[config.mk]
export PLATFORM = sky130hd
export DESIGN_NAME = dsdmnist_resultreader_flat
export DESIGN_NICKNAME = d
export VERILOG_FILES = /design/src/rtl/dsdmnist_resultreader_if.sv /design/src/rtl/dsdmnist_resultreader.sv /design/src/flat_wrapper.sv
export SDC_FILE = /design/constraint.sdc
export NUM_CORES = 1
export LEC_CHECK = 0
export ABC_AREA = 1
export CORE_MARGIN = 2
export CORE_UTILIZATION = 50
export CTS_BUF_LIST = sky130_fd_sc_hd__clkbuf_4 sky130_fd_sc_hd__clkbuf_8
export CTS_CLUSTER_DIAMETER = 40
export DETAILED_ROUTE_END_ITERATION = 10
export GPL_TIMING_DRIVEN = 0
export PLACE_DENSITY = 0.75
export SLEW_MARGIN = 20
export SYNTH_ARGS = -nofsm -noshare
export SYNTH_HDL_FRONTEND = slang
export SYNTH_SLANG_ARGS = --single-unit
export TNS_END_PERCENT = 1
[constraint.sdc]
create_clock -name i_CLK -period 2.1 [get_ports i_CLK]
set_input_delay 0.21 -clock i_CLK [delete_from_list [all_inputs] [get_ports i_CLK]]
set_output_delay 0.21 -clock i_CLK [all_outputs]
set_load 0.01 [all_outputs]
[src/rtl/dsdmnist_resultreader_if.sv]
// Result-buffer read port plus classification record stream.
// master = reader (drives buffer address, produces records), slave = buffer/consumer side.
interface dsdmnist_resultreader_if #(
  parameter int IMGNUM = 10
);
  localparam int OAW = $clog2(IMGNUM * 10);
  localparam int IXW = (IMGNUM > 1) ? $clog2(IMGNUM) : 1;

  logic                  resultbuf_en;
  logic [OAW-1:0]        resultbuf_addr;
  logic [31:0]           resultbuf_data;
  logic                  cls_valid;
  logic                  cls_ready;
  logic [IXW-1:0]        cls_imgidx;
  logic [3:0]            cls_digit;
  logic [31:0]           cls_score;

  modport master (
    output resultbuf_en, resultbuf_addr,
    input  resultbuf_data,
    output cls_valid, cls_imgidx, cls_digit, cls_score,
    input  cls_ready
  );

  modport slave (
    input  resultbuf_en, resultbuf_addr,
    output resultbuf_data,
    input  cls_valid, cls_imgidx, cls_digit, cls_score,
    output cls_ready
  );
endinterface

[src/rtl/dsdmnist_resultreader.sv]
// Reads IMGNUM*10 signed class scores from the result buffer, finds the
// argmax digit per image and emits one {image, digit, score} record each.
//
// state | meaning
// ------+------------------------------------------------------------------
// IDLE  | waiting for i_START
// READ  | 11 cycles per image: 10 buffer reads, then one drain cycle
// EMIT  | record held on the stream until the consumer takes it
// DONE  | single-cycle o_DONE pulse, then back to IDLE
module dsdmnist_resultreader #(
  parameter int IMGNUM = 10
) (
  input  logic                    i_CLK,
  input  logic                    i_RST_n,
  input  logic                    i_START,
  output logic                    o_BUSY,
  output logic                    o_DONE,
  dsdmnist_resultreader_if.master bus
);
  localparam int OAW = $clog2(IMGNUM * 10);
  localparam int IXW = (IMGNUM > 1) ? $clog2(IMGNUM) : 1;
  localparam logic [IXW-1:0] LAST_IMG = IXW'(IMGNUM - 1);

  typedef enum logic [1:0] {S_IDLE, S_READ, S_EMIT, S_DONE} state_t;

  state_t             state_q, state_d;
  logic [3:0]         cyc_q, cyc_d;
  logic [IXW-1:0]     img_q, img_d;
  logic               en_q, en_d;
  logic [OAW-1:0]     addr_q, addr_d;
  logic signed [31:0] max_q, max_d;
  logic [3:0]         arg_q, arg_d;
  logic               valid_q, valid_d;
  logic [IXW-1:0]     imgidx_q, imgidx_d;
  logic [3:0]         digit_q, digit_d;
  logic [31:0]        score_q, score_d;
  logic               busy_q, busy_d;
  logic               done_q, done_d;

  logic signed [31:0] samp;
  logic               take;
  logic signed [31:0] cand_max;
  logic [3:0]         cand_arg;

  // Next-state and output computation; the read pipeline is one cycle behind
  // the address, so digit k arrives when cyc_q == k+1.
  always_comb begin
    state_d  = state_q;
    cyc_d    = cyc_q;
    img_d    = img_q;
    en_d     = en_q;
    addr_d   = addr_q;
    max_d    = max_q;
    arg_d    = arg_q;
    valid_d  = valid_q;
    imgidx_d = imgidx_q;
    digit_d  = digit_q;
    score_d  = score_q;
    done_d   = 1'b0;

    samp     = $signed(bus.resultbuf_data);
    take     = (cyc_q == 4'd1) || (samp > max_q);
    cand_max = take ? samp : max_q;
    cand_arg = take ? (cyc_q - 4'd1) : arg_q;

    case (state_q)
      S_IDLE: begin
        if (i_START) begin
          state_d = S_READ;
          cyc_d   = 4'd0;
          img_d   = '0;
          en_d    = 1'b1;
          addr_d  = '0;
        end
      end
      S_READ: begin
        cyc_d = cyc_q + 4'd1;
        if (cyc_q >= 4'd1) begin
          max_d = cand_max;
          arg_d = cand_arg;
        end
        if (cyc_q < 4'd9) begin
          en_d   = 1'b1;
          addr_d = addr_q + 1'b1;
        end else begin
          en_d = 1'b0;
        end
        if (cyc_q == 4'd10) begin
          state_d  = S_EMIT;
          cyc_d    = 4'd0;
          valid_d  = 1'b1;
          imgidx_d = img_q;
          digit_d  = cand_arg;
          score_d  = cand_max;
        end
      end
      S_EMIT: begin
        if (bus.cls_ready) begin
          valid_d = 1'b0;
          if (img_q == LAST_IMG) begin
            state_d = S_DONE;
            done_d  = 1'b1;
          end else begin
            // Address holds the previous image's last slot, so +1 is the next base.
            state_d = S_READ;
            img_d   = img_q + 1'b1;
            cyc_d   = 4'd0;
            en_d    = 1'b1;
            addr_d  = addr_q + 1'b1;
          end
        end
      end
      S_DONE: begin
        state_d = S_IDLE;
      end
      default: state_d = S_IDLE;
    endcase

    busy_d = (state_d != S_IDLE);
  end

  // State and registered outputs; async reset clears everything immediately.
  always_ff @(posedge i_CLK or negedge i_RST_n) begin
    if (!i_RST_n) begin
      state_q  <= S_IDLE;
      cyc_q    <= '0;
      img_q    <= '0;
      en_q     <= 1'b0;
      addr_q   <= '0;
      max_q    <= '0;
      arg_q    <= '0;
      valid_q  <= 1'b0;
      imgidx_q <= '0;
      digit_q  <= '0;
      score_q  <= '0;
      busy_q   <= 1'b0;
      done_q   <= 1'b0;
    end else begin
      state_q  <= state_d;
      cyc_q    <= cyc_d;
      img_q    <= img_d;
      en_q     <= en_d;
      addr_q   <= addr_d;
      max_q    <= max_d;
      arg_q    <= arg_d;
      valid_q  <= valid_d;
      imgidx_q <= imgidx_d;
      digit_q  <= digit_d;
      score_q  <= score_d;
      busy_q   <= busy_d;
      done_q   <= done_d;
    end
  end

  assign o_BUSY             = busy_q;
  assign o_DONE             = done_q;
  assign bus.resultbuf_en   = en_q;
  assign bus.resultbuf_addr = addr_q;
  assign bus.cls_valid      = valid_q;
  assign bus.cls_imgidx     = imgidx_q;
  assign bus.cls_digit      = digit_q;
  assign bus.cls_score      = score_q;
endmodule
[src/flat_wrapper.sv]
// flat-port wrapper written by rule: the top's interface ports become plain ports
module dsdmnist_resultreader_flat 
#(
  parameter int IMGNUM = 10
)
  (i_CLK, i_RST_n, i_START, o_BUSY, o_DONE, bus_resultbuf_en, bus_resultbuf_addr, bus_resultbuf_data, bus_cls_valid, bus_cls_imgidx, bus_cls_digit, bus_cls_score, bus_cls_ready);
  dsdmnist_resultreader_if #(.IMGNUM(IMGNUM)) bus_i ();
  input  logic i_CLK;
  input  logic i_RST_n;
  input  logic i_START;
  output logic o_BUSY;
  output logic o_DONE;
  output wire logic [$bits(bus_i.resultbuf_en)-1:0] bus_resultbuf_en;
  output wire logic [$bits(bus_i.resultbuf_addr)-1:0] bus_resultbuf_addr;
  input wire logic [$bits(bus_i.resultbuf_data)-1:0] bus_resultbuf_data;
  output wire logic [$bits(bus_i.cls_valid)-1:0] bus_cls_valid;
  output wire logic [$bits(bus_i.cls_imgidx)-1:0] bus_cls_imgidx;
  output wire logic [$bits(bus_i.cls_digit)-1:0] bus_cls_digit;
  output wire logic [$bits(bus_i.cls_score)-1:0] bus_cls_score;
  input wire logic [$bits(bus_i.cls_ready)-1:0] bus_cls_ready;
  assign bus_resultbuf_en = bus_i.resultbuf_en;
  assign bus_resultbuf_addr = bus_i.resultbuf_addr;
  assign bus_i.resultbuf_data = bus_resultbuf_data;
  assign bus_cls_valid = bus_i.cls_valid;
  assign bus_cls_imgidx = bus_i.cls_imgidx;
  assign bus_cls_digit = bus_i.cls_digit;
  assign bus_cls_score = bus_i.cls_score;
  assign bus_i.cls_ready = bus_cls_ready;
  dsdmnist_resultreader #(.IMGNUM(IMGNUM)) u_core (.i_CLK(i_CLK), .i_RST_n(i_RST_n), .i_START(i_START), .o_BUSY(o_BUSY), .o_DONE(o_DONE), .bus(bus_i));
endmodule
==> metrics.md <==
| Metric | Value |
|---|---|
| Maximum number of pins on one net before global-route repair | 73 |
| Fraction of synthesized area in multiplexers | 0.180% |
| Number of top-level pins | 87 |
| Layout Nets | 916 |
| Worst IR drop on VDD | 0.726 mV |
| Number of failing hold endpoints at the final stage | 0 |
| First-iteration detailed-routing DRC count | around 350 |
| Maximum Capacitance Violations | 0 |
| Leakage power figure | around 0.0036 uW |
| Hold Crit Class | primary input to asynchronous set/reset pin |
| Routed WL per cell | 14.7 um |
| Worst Path Arrival | ~2.6 ns |
| H-tree depth | 3 |
| Height of the die | 110 um |
| Seq/Total Area, Yosys | between 40% and 50% |
| Post-Synthesis Cells | just over 700 |
| Antenna diode count | 0 |
| Yosys cell types | 36 |
| Area fraction in compound gates after synthesis | roughly 5% |
| Post-route worst setup slack | -0.180 ns |
| Cell type with the largest total area after synthesis | dfrtp_1 |
| Count of final setup violators | 73 |
| Highest achievable clock rate | approximately 0.44 GHz |
| Layout cells sized above 1 | 12.5% |
| Cells taking the most area after synthesis | dfrtp_1 (44%), nand2_1 (16%), nand3_1 (11%), ha_1 (9.9%), inv_1 (6.8%) |
| Crit. End Element | flop |
| Max transition margin | between 60% and 70% |
| Die Span X | between 100 and 150 um |
| Area enclosed by the die boundary | about 0.012 mm^2 |
| Clock sink total | between 90 and 100 |
| Critical path endpoint | u_core.bus.cls_score[13] |
| Cell row count | 38 |
| Endpoint of the lowest-slack register-to-register path | u_core.bus.cls_score[13] |
| Grt total ovfl | 0 |
| Type of the worst setup path | flop to flop |
| Floorplan core area | about 0.011 mm^2 |
| Final worst clock skew | between 0.01 and 0.015 ns |
| Final RePlAce weighted congestion | roughly 0.85 |
| Actual transition at the worst max-transition pin | 0.597 ns |
| TritonCTS Buffers | 9 |
| Count of placed standard cells including taps | about 950 |
| Outcome | finished, violations left |
| Vias | a little over 5000 |
| Violations in the final reports | negative setup slack |
| Total nets after synthesis | about 800 |
| Register bit count reported by yosys | 97 |
| Clock period minus final worst setup slack | approximately 2.3 ns |
| Final core occ | between 60% and 70% |
| Start point of the critical path | u_core.max_q[7] |
| Area growth from synthesis to layout | 30.6% |
| WP data required | around 2.4 ns |
| Worst reg2reg startpoint | u_core.max_q[7] |
| Routed wire length | around 14000 um |
| Clock latency at the later pin of the worst-skew pair | roughly 0.37 ns |
| Main combinational cell family by area after synthesis | simple AND/OR/NAND/NOR gates |
| Final Cycle Share | 109% |
| Final TNS setup | -9.00 ns |
| Post-Layout Cell Count | about 980 |
| Clock tree root driver cell | clkbuf_8 |
| Initial standard-cell utilization of the core | roughly half |
| Max-slew violation count | 0 |
| HPWL reported at the end of detailed placement | about 10000 um |
| Post-route DRC violation count | 0 |
| Average cell area after synthesis | approximately 7.7 um^2 |
| Number of antenna violations at the first check in global routing | 0 |
| GRT Total Usage | between 20 and 25% |
| Via density per instance | 5.25 |
| Adder-cell share of the synthesized area | 9.89% |
| Fraction of synthesized cell area taken by the top area cell type | between 40% and 50% |
| Warning count from the yosys run | 0 |
| Xor/xnor cell area share of the yosys netlist | less than 1% |
| Setup repair after global routing missed its margin | yes |
| Pre-antenna DRT Iters | 5 |
| Area of the mapped netlist | 0.00557 mm^2 |
| Worst R2R Path Depth | 17 |
| Clock tree from TritonCTS | done |
| Global-route wire length before repair | 23200 um |
| Clock transition time at the flip-flop clock pins of the worst setup and hold paths | approximately 0.10 ns |
| Clock Tree Buf Depth | 2 |
| Register-to-register setup slack | -0.18 ns |
| Total power density per cell area | approximately 1400 mW/mm^2 |
| Number of global-route vias before repair | a little over 5000 |
| Post-DRT Antenna Nets | 0 |
| Critical path startpoint category | flop |
| Area fraction in and, or, nand and nor cells after synthesis | around 31% |
| Maximum fanout count along the critical path | 7 |
| Input/output buffers | 86 |
==> cells in the mapped netlist (all sizes together) <==
| master | number |
|---|---|
| ha | 44 |
| nand2 | 244 |
| inv | 105 |
| nand3 | 120 |
| nor3 | 5 |
| a21o | 1 |
| buf | 12 |
| mux2i | 1 |
| clkbuf | 12 |
| a21oi | 20 |
| nand4 | 3 |
| o21ai | 20 |
| clkinv | 1 |
| nor2 | 21 |
| o21a | 3 |
| a31oi | 1 |
| or2 | 2 |
| o31ai | 2 |
| o22ai | 3 |
| xor2 | 2 |
| dfrtp | 97 |
| nor3b | 4 |
| xnor2 | 1 |
==> cells by family (layout without fill, tap and decap cells) <==
family,after synthesis,in the layout
AND/OR/NAND/NOR,399,400
buffers and inverters,130,246
flip-flops,97,97
AO/OA/AOI/OAI,50,50
adder cells (fa/ha/maj),44,44
XOR/XNOR,3,3
multiplexers,1,1
==> placed cells by master (no fill, tap or decap), types with 9 or more instances in the layout <==
| cell type | n |
|---|---|
| nor2_1 | 13 |
| inv_1 | 96 |
| a21oi_1 | 16 |
| ha_1 | 35 |
| clkbuf_1 | 10 |
| nand2_2 | 19 |
| clkbuf_8 | 10 |
| dfrtp_1 | 97 |
| inv_2 | 9 |
| clkdlybuf4s50_1 | 85 |
| nand2_1 | 222 |
| nand3_1 | 116 |
| o21ai_0 | 13 |
==> worst max-delay path, cell delays in order, from the launching register on <==
cell	delay, ns
dfrtp_1	0.37
inv_1	0.06
ha_1	0.29
a21o_1	0.20
nor2_1	0.11
nand2_1	0.09
nand2_1	0.07
nand2_1	0.07
nand2_2	0.08
nand2_1	0.05
nand2_1	0.08
nand2_2	0.09
nand2_8	0.12
nand2_8	0.09
clkbuf_16	0.18
nand2_1	0.07
nand3_1	0.11
nand2_1	0.08
==> metal layers <==
metal	track usage (%)	part of all wire, %	vias to the layer above
li1	-	-	2527
met1	31.5	43	2419
met2	42.9	49	173
met3	3.26	5.3	33
met4	10.7	2.8	0
met5	0	0	-
==> registers in the layout, indices dropped and copies added, names as in the netlist <==
| register | count |
|---|---|
| u_core.bus.resultbuf_en | 1 |
| u_core.bus.resultbuf_addr | 7 |
| u_core.bus.cls_valid | 1 |
| u_core.max_q | 32 |
| u_core.o_DONE | 1 |
| u_core.bus.cls_digit | 4 |
| u_core.state_q | 2 |
| u_core.bus.cls_imgidx | 4 |
| u_core.img_q | 4 |
| u_core.o_BUSY | 1 |
| u_core.cyc_q | 4 |
| u_core.bus.cls_score | 32 |
| u_core.arg_q | 4 |
==> cell type report <==
cell class	count	area [um^2]
fill	889	3570
multi-input combinational	498	2860
sequential	97	2430
timing repair buffer	100	1050
inverter	106	398
tap	140	175
buffer	24	165
clock buffer	11	145
clock inverter	5	55.1
==> power breakdown <==
part           total [uW]  switching (uW)  internal, uW
Combinational        5890            3470          2420
Sequential           2690             305          2390
Clock                1260             667           593
==> repair_timing <==
| action | CTS | global route |
|---|---|---|
| cloned | 1 | 3 |
| resized for setup | 48 | 20 |
| setup buffers | 8 | 1 |
| hold endpoints to repair | 25 | 0 |
| pin swaps | 5 | 13 |
| setup endpoints to repair | 78 | 80 |
| hold buffers | 1 | 0 |
==> stage by stage <==
stage	hold WS, ns	power, uW	setup slack (ns)	area, um^2
floorplan	-0.0856	6060	0.139	5570
global placement	0.461	7180	-2.86	6600
detailed placement	0.0915	7410	-0.499	6630
CTS	0.262	9340	-0.0439	7130
global route	0.273	10700	-0.337	7270
finish	0.263	9840	-0.180	7270
==> how the worst min path moves through the flow <==
stage,start,to,depth (start not counted)
after floorplan,i_RST_n,u_core.arg_q[0],0
after global placement,u_core.max_q[27],u_core.max_q[27],2
after detailed placement,i_RST_n,u_core.bus.cls_score[14],1
after CTS,i_RST_n,u_core.bus.cls_score[13],2
after global routing,i_RST_n,u_core.bus.cls_score[13],2
final,i_RST_n,u_core.bus.cls_score[16],2
No activity file was read; power rests on OpenSTA's default activity.
